[src/rtl/divider_ctrl.sv]
// Divider sequencer: changes the ratio only while the divider is powered down,
// then waits for the fed-back divided clock to settle before reporting lock.
module divider_ctrl #(
    parameter int unsigned PD_SETUP_CYC = 2,
    parameter int unsigned PD_HOLD_CYC  = 2,
    parameter int unsigned SETTLE_EDGES = 4,
    parameter int unsigned TIMEOUT_CYC  = 4096,
    parameter logic [7:0]  RESET_DIV    = 8'd2
) (
    input  logic       clk_in,
    input  logic       rst_n,
    input  logic       pd_req,
    input  logic       req_valid,
    input  logic [7:0] req_div,
    output logic       req_ready,
    output logic       div_power_down,
    output logic [7:0] div_divide_by,
    input  logic       div_clk_fb,
    output logic       locked,
    output logic       done,
    output logic       err
);

    localparam int unsigned PhaseMax =
        (PD_SETUP_CYC > PD_HOLD_CYC) ? PD_SETUP_CYC : PD_HOLD_CYC;
    localparam int unsigned PhaseW = (PhaseMax > 1) ? $clog2(PhaseMax) : 1;
    localparam int unsigned EdgeW  = (SETTLE_EDGES > 1) ? $clog2(SETTLE_EDGES) : 1;
    localparam int unsigned TmoW   = (TIMEOUT_CYC > 1) ? $clog2(TIMEOUT_CYC) : 1;

    // Counters only ever reach these terminal values, so they never wrap.
    localparam logic [PhaseW-1:0] SetupLast = PhaseW'(PD_SETUP_CYC - 1);
    localparam logic [PhaseW-1:0] HoldLast  = PhaseW'(PD_HOLD_CYC - 1);
    localparam logic [EdgeW-1:0]  EdgeLast  = EdgeW'(SETTLE_EDGES - 1);
    localparam logic [TmoW-1:0]   TmoLast   = TmoW'(TIMEOUT_CYC - 1);

    typedef enum logic [2:0] {
        StOff,
        StPdSetup,
        StLoad,
        StPdHold,
        StSettle,
        StIdle
    } state_e;

    state_e            state_q, state_d;
    logic [PhaseW-1:0] phase_q, phase_d;
    logic [EdgeW-1:0]  edge_cnt_q, edge_cnt_d;
    logic [TmoW-1:0]   tmo_cnt_q, tmo_cnt_d;
    logic [7:0]        div_q, div_d;
    logic [7:0]        pend_q, pend_d;
    logic              locked_q, locked_d;
    logic              done_q, done_d;
    logic              err_q, err_d;

    logic              fb_sync1_q, fb_sync2_q, fb_prev_q;
    logic              fb_rise;
    logic              accept;

    assign fb_rise = fb_sync2_q & ~fb_prev_q;
    assign accept  = req_valid & req_ready;

    always_comb begin
        state_d    = state_q;
        phase_d    = phase_q;
        edge_cnt_d = edge_cnt_q;
        tmo_cnt_d  = tmo_cnt_q;
        div_d      = div_q;
        pend_d     = pend_q;
        locked_d   = locked_q;
        done_d     = 1'b0;
        err_d      = 1'b0;

        if (pd_req) begin
            // Abandon whatever is in flight; an unloaded ratio is dropped.
            state_d    = StOff;
            phase_d    = '0;
            edge_cnt_d = '0;
            tmo_cnt_d  = '0;
            pend_d     = div_q;
            locked_d   = 1'b0;
        end else begin
            unique case (state_q)
                StOff: begin
                    state_d = StPdHold;
                    phase_d = '0;
                end
                StPdSetup: begin
                    if (phase_q == SetupLast) begin
                        state_d = StLoad;
                        phase_d = '0;
                    end else begin
                        phase_d = phase_q + 1'b1;
                    end
                end
                StLoad: begin
                    div_d   = pend_q;
                    state_d = StPdHold;
                    phase_d = '0;
                end
                StPdHold: begin
                    if (phase_q == HoldLast) begin
                        state_d    = StSettle;
                        phase_d    = '0;
                        edge_cnt_d = '0;
                        tmo_cnt_d  = '0;
                    end else begin
                        phase_d = phase_q + 1'b1;
                    end
                end
                StSettle: begin
                    if (fb_rise && (edge_cnt_q == EdgeLast)) begin
                        done_d   = 1'b1;
                        locked_d = 1'b1;
                        state_d  = StIdle;
                    end else if (tmo_cnt_q == TmoLast) begin
                        err_d   = 1'b1;
                        state_d = StIdle;
                    end else begin
                        tmo_cnt_d = tmo_cnt_q + 1'b1;
                        if (fb_rise) begin
                            edge_cnt_d = edge_cnt_q + 1'b1;
                        end
                    end
                end
                StIdle: begin
                    if (accept) begin
                        if (req_div < 8'd2) begin
                            err_d = 1'b1;
                        end else begin
                            pend_d   = req_div;
                            locked_d = 1'b0;
                            state_d  = StPdSetup;
                            phase_d  = '0;
                        end
                    end
                end
                default: begin
                    state_d = StOff;
                end
            endcase
        end
    end

    always_ff @(posedge clk_in or negedge rst_n) begin
        if (!rst_n) begin
            state_q    <= StOff;
            phase_q    <= '0;
            edge_cnt_q <= '0;
            tmo_cnt_q  <= '0;
            div_q      <= RESET_DIV;
            pend_q     <= RESET_DIV;
            locked_q   <= 1'b0;
            done_q     <= 1'b0;
            err_q      <= 1'b0;
            fb_sync1_q <= 1'b0;
            fb_sync2_q <= 1'b0;
            fb_prev_q  <= 1'b0;
        end else begin
            state_q    <= state_d;
            phase_q    <= phase_d;
            edge_cnt_q <= edge_cnt_d;
            tmo_cnt_q  <= tmo_cnt_d;
            div_q      <= div_d;
            pend_q     <= pend_d;
            locked_q   <= locked_d;
            done_q     <= done_d;
            err_q      <= err_d;
            fb_sync1_q <= div_clk_fb;
            fb_sync2_q <= fb_sync1_q;
            fb_prev_q  <= fb_sync2_q;
        end
    end

    assign req_ready      = (state_q == StIdle) && !pd_req;
    assign div_power_down = (state_q == StOff) || (state_q == StPdSetup) ||
                            (state_q == StLoad) || (state_q == StPdHold);
    assign div_divide_by  = div_q;
    assign locked         = locked_q;
    assign done           = done_q;
    assign err            = err_q;

endmodule

[config.mk]
export PLATFORM = sky130hd
export DESIGN_NAME = divider_ctrl
export DESIGN_NICKNAME = d
export VERILOG_FILES = /design/src/rtl/divider_ctrl.sv
export SDC_FILE = /design/constraint.sdc
export NUM_CORES = 1
export LEC_CHECK = 0
export ABC_AREA = 0
export CELL_PAD_IN_SITES_DETAIL_PLACEMENT = 1
export CELL_PAD_IN_SITES_GLOBAL_PLACEMENT = 2
export CORE_ASPECT_RATIO = 1.4
export CORE_MARGIN = 2
export CORE_UTILIZATION = 39
export DETAILED_ROUTE_END_ITERATION = 12
export PLACE_DENSITY = 0.85
export SLEW_MARGIN = 15
export SYNTH_ARGS = -nofsm -noshare
export SYNTH_HDL_FRONTEND = slang
export SYNTH_SLANG_ARGS = --single-unit
[constraint.sdc]
create_clock -name clk_in -period 2.8 [get_ports clk_in]
set_clock_uncertainty 0.05 [all_clocks]
set_input_delay 0.28 -clock clk_in [delete_from_list [all_inputs] [get_ports clk_in]]
set_output_delay 0.28 -clock clk_in [all_outputs]
set_load 0.005 [all_outputs]
; After elaboration in Yosys (flattened, before gate mapping)
; Cells that the tools add are included.
[classes]
n_addsub = 3
n_lt_le_gt_ge = 1
n_eq_ne = 17
n_mux = 40
bitwise_logic = 4
n_reduce_logical = 21
[ops]
columns = op, count
row1 = two-way mux 12 bit, 4
row2 = two-way mux 8 bit, 4
row3 = "inequality test 3 bit, second input constant", 8
row4 = one-hot mux 12 bit (2 select lines), 1
row5 = two-way mux 3 bit, 7
row6 = one-hot mux 3 bit (5 select lines), 1
row7 = two-way mux 1 bit, 14
row8 = "adder 12 x 1 -> 12 bit, second input constant", 1
row9 = "== test 12 bit, second input constant", 1
row10 = two-way mux 2 bit, 5
row11 = AND reduction 5 bit, 2
row12 = "less-than comparator 8 x 2 -> 1 bit, second input constant", 1
row13 = AND reduction 4 bit, 2
row14 = "== test 3 x 2 -> 1 bit, second input constant", 2
row15 = "== test 3 bit, second input constant", 2
row16 = AND reduction 3 bit, 2
row17 = nonzero test 3 bit, 2
row18 = "inequality test 4 bit, second input constant", 1
row19 = one-hot mux 1 bit (2 select lines), 2
row20 = one-hot mux 2 bit (2 select lines), 1
row21 = nonzero test 2 bit, 2
row22 = nonzero test 4 bit, 1
row23 = OR reduction 2 bit, 2
row24 = "== test 3 x 1 -> 1 bit, second input constant", 1
row25 = 12 further kinds, 17
[word_totals]
ff_bits = 40
inputBits = 13
out_inout_bits = 13
word_cells = 98

; Logic depth before layout (Yosys ltp)
; Gate-level depths: netlist (run 1).
[logic_depth]
ltp_word = 7
depth_mapped = 6
depth_no_buf = 5

; Worst setup path before layout (run 1)
; OpenSTA, ideal clock, no wires.
[synth_timing]
path_type = flip-flop to flip-flop
start = register tmo_cnt_q[0]
end = register err_q, in the netlist err
setup_time_ps = 111
t_arrival_ps = 1557
t_required_ps = 2639
slack_ps = 1082
path_stages_with_launch = 6
n_path_buf = 0
synth_period_minus_slack_ps = 1718
path_cell_list = dfrtp_1 ha_1 and3_4 nand4b_4 or3_1 a2111oi_2
[synth_via]
elab_chain_len = 5
[synth_lines]
columns = item, line
row1 = "start, declared", 48  ; logic [TmoW-1:0] tmo_cnt_q, tmo_cnt_d;
row2 = "start signal, assigned", 162  ; tmo_cnt_q <= tmo_cnt_d;
row3 = == test 12 bit, 115  ; end else if (tmo_cnt_q == TmoLast) begin
row4 = two-way mux 1 bit, 115
row5 = two-way mux 1 bit, 111  ; if (fb_rise && (edge_cnt_q == EdgeLast)) begin
row6 = one-hot mux 1 bit (2 select lines), 82  ; unique case (state_q)
row7 = two-way mux 1 bit, 73  ; if (pd_req) begin
row8 = via err_d, 53  ; logic err_q, err_d;
row9 = "end signal, assigned", 167  ; err_q <= err_d;
row10 = "end, declared", 53
; The timed path passes the listed nets, and every way through them passes these cells.
; A chain may end at the register's enable or synchronous reset.

; Worst setup path after layout (run 1)
[layout_timing]
start = input pd_req
end = output req_ready
[layout_via]
elab_chain_len = 2
[layout_lines]
columns = item, line
row1 = "start, declared", 12  ; input logic pd_req,
row2 = zero test 1 bit, 174  ; assign req_ready = (state_q == StIdle) && !pd_req;
row3 = logical AND 1 bit, 174
row4 = "end, declared", 15  ; output logic req_ready,
; No other way between the ends.

==> out/summary.md, run 1 <==
The tools report the leakage power of the design as 1.08 nW. The run gives 271 as the number of cells after detailed placement. Setup repair after global routing left no endpoint under its margin.

The total count of max-transition violations in the final report was 0. The cell type group with the largest total delay on the critical path was buffers and inverters. Walking the worst path, the cells encountered are clkdlybuf4s50_1 > buf_4 > and4bb_2 > clkdlybuf4s50_1. For the worst setup path, the data required time is 2.47 ns. For the pin with the worst max-slew slack, the measured transition is 0.911 ns. For this run, the top clock speed supported by timing is 0.453 GHz. The cell at the root of the clock tree is clkbuf_8. Share of synthesized flip-flops with an asynchronous set or reset: 100%. The top-level I/O count is 26.

Adding up every negative setup slack in the final design gives 0 ns. The clock sink count was 40; the total setup buffers inserted after CTS was 0. The tools report the cell area after layout as 2460 sq um.

The die is 90.5 um tall. The average instance in the mapped netlist occupies 11.1 sq um. In this run the cell area measured after placement is 2370 sq um. After detailed routing, the number of remaining DRC violations is 0. Once the floorplan was initialized, standard cells occupied 40.4% of the core. Most repeated library cell on the critical path: clkdlybuf4s50_1.

The via density per instance was 5.81. The tools report the number of hold-slack violations in the final timing report as 0. Cell with the largest stage delay on the worst path: clkdlybuf4s50_1. In the layout the commonest cells are dfrtp_1, clkdlybuf4s50_1, nand2_1, a31oi_1. Of the available clock period, the critical path in the final layout requires 78.8%. TritonCTS built the clock tree. The number of antenna violations at the first check in global routing is 0, and the number of optimization iterations in the first detailed-route pass is 4. For the worst-skew pair, the clock arrives at the later sink with an insertion delay of 0.30 ns.

The detailed router placed 1621 vias in this run. The logs give 48.2% for the sequential element share of the synthesized area and 13.0% for the combinational power share. For the number of cell rows, the log shows 31.

Global routing used 18.8% of the available tracks across all layers. For the maximum number of pins on one net before global-route repair, the log shows 41. Clock-pin slew was measured on the worst setup and hold paths at 0.07 ns.

In this run switching power makes up 27.6% of total power. Detailed placement ended at an HPWL of 3860 um. The aggregate routed wire length was 5190 um.

The internal power of the cells totals 0.897 mW. For the number of warnings issued by yosys, the log shows 0. The number of maximum-capacitance violations was 0.

For this block, the initial DRC count from the detailed router was 64. The count of H-tree levels built during CTS was 2. The most frequent standard cell in the layout excluding fill and tap cells was dfrtp_1.

The tools report the final global-route overflow total as 0. The share of the core filled with cells was 47.8%. The die covers 5950 sq um. Of the total power, registers draw 54.1%. Worst-case headroom to the max-slew limit: 39.3%. The worst setup path is captured at an output port. The total of buffers placed on input and output ports works out to 25.

The synthesized design contains 40 register bits. Counting the buffers created by CTS gives 5. After detailed routing, the average wire length per cell comes to 18.6 um. For the number of filler instances in the final layout, the log shows 563. The first-pass GRT wire length was 8720 um; the core box area was 5160 sq um. The post-route netlist has 16.4% of its cells at a drive strength greater than 1. The largest single stage delay on the critical path is 0.53 ns. After synthesis, the netlist uses 57 different library cells.

In the post-synthesis netlist, the biggest area contributors are dfrtp_1, mux2i_1, mux2_2, a31oi_1, dfstp_2. The critical path buffer and inverter count works out to 3. The via count of the first global-routing pass is 1779. The final instance count without filler cells was 279; the clock period minus final worst setup slack was 2.21 ns. The tools report the worst ir drop on vdd as 285 uV.

The number of enable-type register cells in the synthesized netlist is 0, and the post-synthesis to final-layout area growth is 18.4%. The proportion of netlist area held by the largest area contributor was 45.7%. The run gives 202 as the synthesized net count. The final-report setup violation count is 0. Areal power density over the cells: 503 nW/um^2.

At the end of routability-driven placement, the weighted congestion stood at 0.751. The logs give 0 for the number of buffers inserted for hold repair after clock tree synthesis and 0.342 mW for the switching power. The tools report the final net count as 227.

The longest clock path from root to sink contains 2 buffers. The worst hold path belongs to the class primary input to async pin. The post-cts repair resize count is 0, and the minimum setup slack among reg-to-reg paths is 0.71 ns. The synthesized instance count came out at 187. Data on the critical path arrives at its endpoint at 1.88 ns. The synthesized netlist occupies a cell area of 2080 sq um.

The prevailing post-synth register cell is dfrtp_1. The critical path is of the primary input to output port type. The worst setup path is launched from a primary input.

The cell accounting for the most synthesized area was dfrtp_1. Of all nets on the critical path, the largest fanout is 29. Width of the chip: 65.8 um. The run finished with clean final reports. The run gives 32.9% as the part of the total power dissipated in the clock network. In this run the remaining antenna-violating nets after routing total 0. Number of inserted diodes: 0.
-- area by class of cell --
| cell class | count | area (sq um) | share of cell area (%) |
|---|---|---|---|
| multi-input combinational | 134 | 1010 | 40.8 |
| sequential | 40 | 1000 | 40.7 |
| timing repair buffer | 28 | 268 | 10.9 |
| clock buffer | 7 | 86.3 | 3.50 |
| tap | 66 | 82.6 | 3.35 |
| inverter | 3 | 11.3 | 0.457 |
| clock inverter | 1 | 7.51 | 0.305 |
-- stage by stage --
stage | setup WS, ns | hold slack [ns] | total power [mW]
after global routing | 0.521 | 0.129 | 1.29
final | 0.594 | 0.0621 | 1.24
after floorplan | 1.08 | -0.0656 | 0.768
after CTS | 0.569 | 0.100 | 1.25
after global placement | 0.548 | 0.286 | 0.831
after detailed placement | 0.463 | 0.302 | 0.844
-- worst paths after layout --
check | start | end | cells past startpoint
max in group asynchronous | rst_n | tmo_cnt_q[5] | 1
worst min register to register | fb_sync1_q | fb_sync2_q | 0
worst max-delay path | pd_req | req_ready | 4
worst min-delay path | rst_n | tmo_cnt_q[7] | 1
min in group clk_in | fb_sync1_q | fb_sync2_q | 0
worst max register to register | tmo_cnt_q[0] | err | 5
-- registers in the layout, indices dropped and copies added, names as in the netlist --
signal,cells
state_q,3
locked,1
fb_sync2_q,1
pend_q,8
phase_q,1
fb_prev_q,1
edge_cnt_q,2
done,1
err,1
div_divide_by,8
fb_sync1_q,1
tmo_cnt_q,12
-- cell families after synthesis --
family,count (synthesis),share of synthesized area (%)
multiplexers,17,8.65
flip-flops,40,48.2
AND/OR/NAND/NOR,67,22.4
buffers and inverters,13,3.49
adder cells (fa/ha/maj),2,1.20
AO/OA/AOI/OAI,48,16.1
-- power by group through the flow --
stage                     combinational [mW]  sequential, mW  clock [mW]
after global routing                   0.175           0.678       0.441
after detailed placement               0.162           0.682           0
after CTS                              0.164           0.670       0.420
after global placement                 0.155           0.676           0
final                                  0.161           0.670       0.408
after floorplan                        0.125           0.643           0
-- Yosys cell counts (2+ instances only) --
cell type,instances
o221ai_1,2
ha_1,2
a21oi_1,2
nor4b_2,2
o21ai_0,5
mux2i_1,9
nor2b_1,2
and3_1,7
inv_1,3
dfrtp_1,38
nand2_1,14
buf_6,2
a21o_1,2
o21ai_1,9
or3_1,2
nor2_1,5
dfstp_2,2
nand2b_1,6
nor3_1,2
buf_2,4
nand4_1,3
clkbuf_1,3
mux2_2,8
a31oi_1,13
nand3_1,7
nand3b_1,2
-- per-layer routing --
layer / vias up / GRT usage (%) / routed length [um]
met4: 0 / 4.17 / 46
met1: 826 / 20.6 / 1990
met5: - / 0 / 0
met3: 5 / 2.87 / 173
li1: 760 / - / -
met2: 30 / 36.4 / 2980
Power figures use the tool's default switching activity.
==> run 2, diff against run 1 <==
--- a/config.mk
+++ b/config.mk
@@ -10,9 +10,9 @@
 export CELL_PAD_IN_SITES_GLOBAL_PLACEMENT = 2
 export CORE_ASPECT_RATIO = 1.4
 export CORE_MARGIN = 2
-export CORE_UTILIZATION = 39
+export CORE_UTILIZATION = 33
 export DETAILED_ROUTE_END_ITERATION = 12
-export PLACE_DENSITY = 0.85
+export PLACE_DENSITY = 0.77
 export SLEW_MARGIN = 15
 export SYNTH_ARGS = -nofsm -noshare
 export SYNTH_HDL_FRONTEND = slang
==> constraint.sdc (replaced) <==
create_clock -name clk_in -period 2 [get_ports clk_in]
set_clock_uncertainty 0.05 [all_clocks]
set_input_delay 0.2 -clock clk_in [delete_from_list [all_inputs] [get_ports clk_in]]
set_output_delay 0.2 -clock clk_in [all_outputs]
set_load 0.005 [all_outputs]
==> run 2 against run 1 <==
Effect of this change: cell area increased by 8.1%; sequential power increased by 36%; setup slack got worse by 0.53 ns; final cell count increased by 9.0%; largest cell class unchanged; largest power group unchanged.
==> out/summary.md, run 2 (synthesis gave the netlist of run 1 again) <==
The category of the critical setup timing path was register to output port. The minimum setup slack among reg-to-reg paths is 0.15 ns (-0.56 ns). Leaving out fill and tap cells, the most frequent cell in the layout is dfrtp_1.

The capture instance of the worst register-to-register path is state_q[0]. The worst-path maximum fanout was 8 (-72%); the via density per instance was 5.62 (-3.3%). For the final estimated routing congestion in global placement, the log shows 0.814 (+8.4%). The number of cells after detailed placement is 293 (+8.1%), and the clock-pin slew of the registers on the worst-case setup and hold paths is 0.09 ns (+0.02 ns).

The logs give 0.273 ns (+0.211 ns) for the worst hold slack across all endpoints and 16.3% (-2.5 points) for the global routing usage summed across all routing layers. In the finished design, the share of the clock period the worst path needs comes to 96.6%. The tools report the number of design-rule violations left by the first detailed-router iteration as 39 (-39%). The tools report the final instance count without filler cells as 304 (+9.0%).

The tools report the kind of end point of the critical path as an output port. The peak clock frequency supported by timing came out at 0.518 GHz. The aggregate routed wire length was 5180 um (-0.17%). The flow ran to the end, and the final reports show no timing, DRC or antenna violations. The run gives 3760 um (-2.5%) as the post-detailed-placement half-perimeter wirelength. Number of maximum-capacitance violations: 0 (unchanged). The run gives 1.68 ns (-0.20 ns) as the arrival time of the worst setup path. The register with the most flip-flops was tmo_cnt_q. For the post-route worst setup slack, the log shows 0.0689 ns (-0.525 ns). The logs give 41 (unchanged) for the maximum number of pins on one net before global-route repair and 310 uV (+8.8%) for the worst ir drop on vdd. The required arrival time at the worst endpoint was 1.75 ns (-0.72 ns); the first-pass GRT wire length was 8960 um (+2.7%). The via count of the first global-routing pass was 1789 (+0.56%). The width of the chip came out at 71.1 um (+8.2%). The number of antenna violations at the first check in global routing was 0 (unchanged); the DRC violation count after routing was 0 (unchanged). The worst hold path belongs to the class primary input to register. The total count of max-transition violations in the final report came out at 0 (unchanged). Die extent in y: 98.0 um (+8.3%).

The final-report setup violation count was 0 (unchanged). The average wire length per cell after detail routing was 17.0 um (-8.4%). The startpoint identified for the worst hold timing path is div_clk_fb. The origin of the critical flop-to-flop path was state_q[0].

Number of flip-flops under the largest register name: 12 (unchanged). In this run the clock root is driven by a clkbuf_8. The measured slew at the worst slew-check pin is 0.523 ns (-0.387 ns). In the layout the commonest cells are dfrtp_1, clkdlybuf4s50_1, buf_4, nand2_1, a31oi_1. The depth of the worst register-to-register path was 5 (unchanged). The number of buffers between clock root and the deepest sink was 2 (unchanged).

The total of buffers placed on input and output ports is 25 (unchanged). For the leakage power of the design, the log shows 1.19 nW (+10%). The logs give 33.8% (-6.6 points) for the starting density of the core and 40 (unchanged) for the clock sink count. The run gives 5 (unchanged) as the number of clock buffers inserted by TritonCTS. Sort of element at the start of the critical path: a register.

For the number of inserted diodes, the log shows 0 (unchanged). The clock latency at the later pin of the worst-skew pair is 0.30 ns (about the same), and the count of H-tree levels built during CTS is 2 (unchanged). The core box area came out at 6170 sq um (+20%). The logs give 6970 sq um (+17%) for the area enclosed by the die boundary and 0 (unchanged) for the number of hold-slack violations in the final timing report. The path with the worst hold slack has its endpoint at fb_sync1_q. The tools report the final net count as 246 (+8.4%). The count of nets left with antenna violations after detail routing is 0 (unchanged), and the top-level I/O count is 26 (unchanged). The run gives 0 (unchanged) as the final global-route overflow total. For the number of optimization iterations in the first detailed-route pass, the log shows 4 (unchanged).

For the total power of the final layout, the log shows 1.93 mW (+56%). The fraction of final layout cells sized beyond drive strength 1 is 23.7% (+7.3 points), and the detailed-route via count is 1708 (+5.4%). Setup repair after global routing left no endpoint under its margin.

TritonCTS built the clock tree. The run gives -0.0371 ns (-0.500 ns) as the worst setup slack before clock tree synthesis. Worst-case headroom to the max-slew limit: 65.1% (+26 points). Compared with the post-synthesis result, the final layout area differs by 28.0%. The hold-critical path depth works out to 1. The clock period minus final worst setup slack was 1.93 ns. The tools report the final-layout setup total negative slack as 0 ns (unchanged).

The number of cell rows is 34 (+9.7%), and the areal power density over the cells is 723 nW/um^2 (+44%).
[run 2: how the worst max path moves through the flow]
stage | start | endpoint | slack [ns] | depth (start not counted)
floorplan | tmo_cnt_q[0] | err | 0.28 | 5
global placement | req_div[4] | pend_q[7] | 0.002 | 6
detailed placement | req_div[4] | pend_q[7] | -0.04 | 6
global route | pd_req | req_ready | 0.02 | 4
CTS | state_q[0] | req_ready | 0.04 | 3
finish | state_q[1] | req_ready | 0.07 | 2
[run 2: area by class of cell]
class	instances	area, sq um
multi-input combinational	134	1010
timing repair buffer	47	438
inverter	3	11.3
sequential	40	1000
clock buffer	5	68.8
fill	667	3500
clock inverter	3	46.3
tap	72	90.1
[run 2: worst max-delay path, cell delays in order (launching register included)]
cell and delay [ns]:
dfrtp_1 0.47, and4bb_2 0.39, clkdlybuf4s50_1 0.51
[run 2: routing by layer]
| layer | routed length (um) | track usage (%) | part of all wire, % |
|---|---|---|---|
| met2 | 2870 | 30.1 | 55 |
| met1 | 2010 | 18.2 | 39 |
| met5 | 0 | 0 | 0 |
| met4 | 92 | 5.66 | 1.8 |
| met3 | 209 | 3.30 | 4.0 |
[run 2: metrics by stage]
stage	util, %	instance area (sq um)
after floorplan	-	2080
after global placement	40.9	2520
after detailed placement	40.9	2520
after CTS	43.0	2650
after global routing	43.2	2670
final	43.2	2670
[run 2: power by group]
group,internal (mW),switching [mW],leakage (nW)
Sequential,0.860,0.0530,0.539
Combinational,0.170,0.143,0.594
Clock,0.376,0.325,0.0548
[run 2: timing repair]
action | CTS | global route
pin swaps | 0 | 0
endpoints found under the setup margin | 1 | 1
gates resized for setup | 1 | 0
setup buffers | 0 | 2
hold endpoints to repair | 38 | 0
hold buffers | 1 | 0
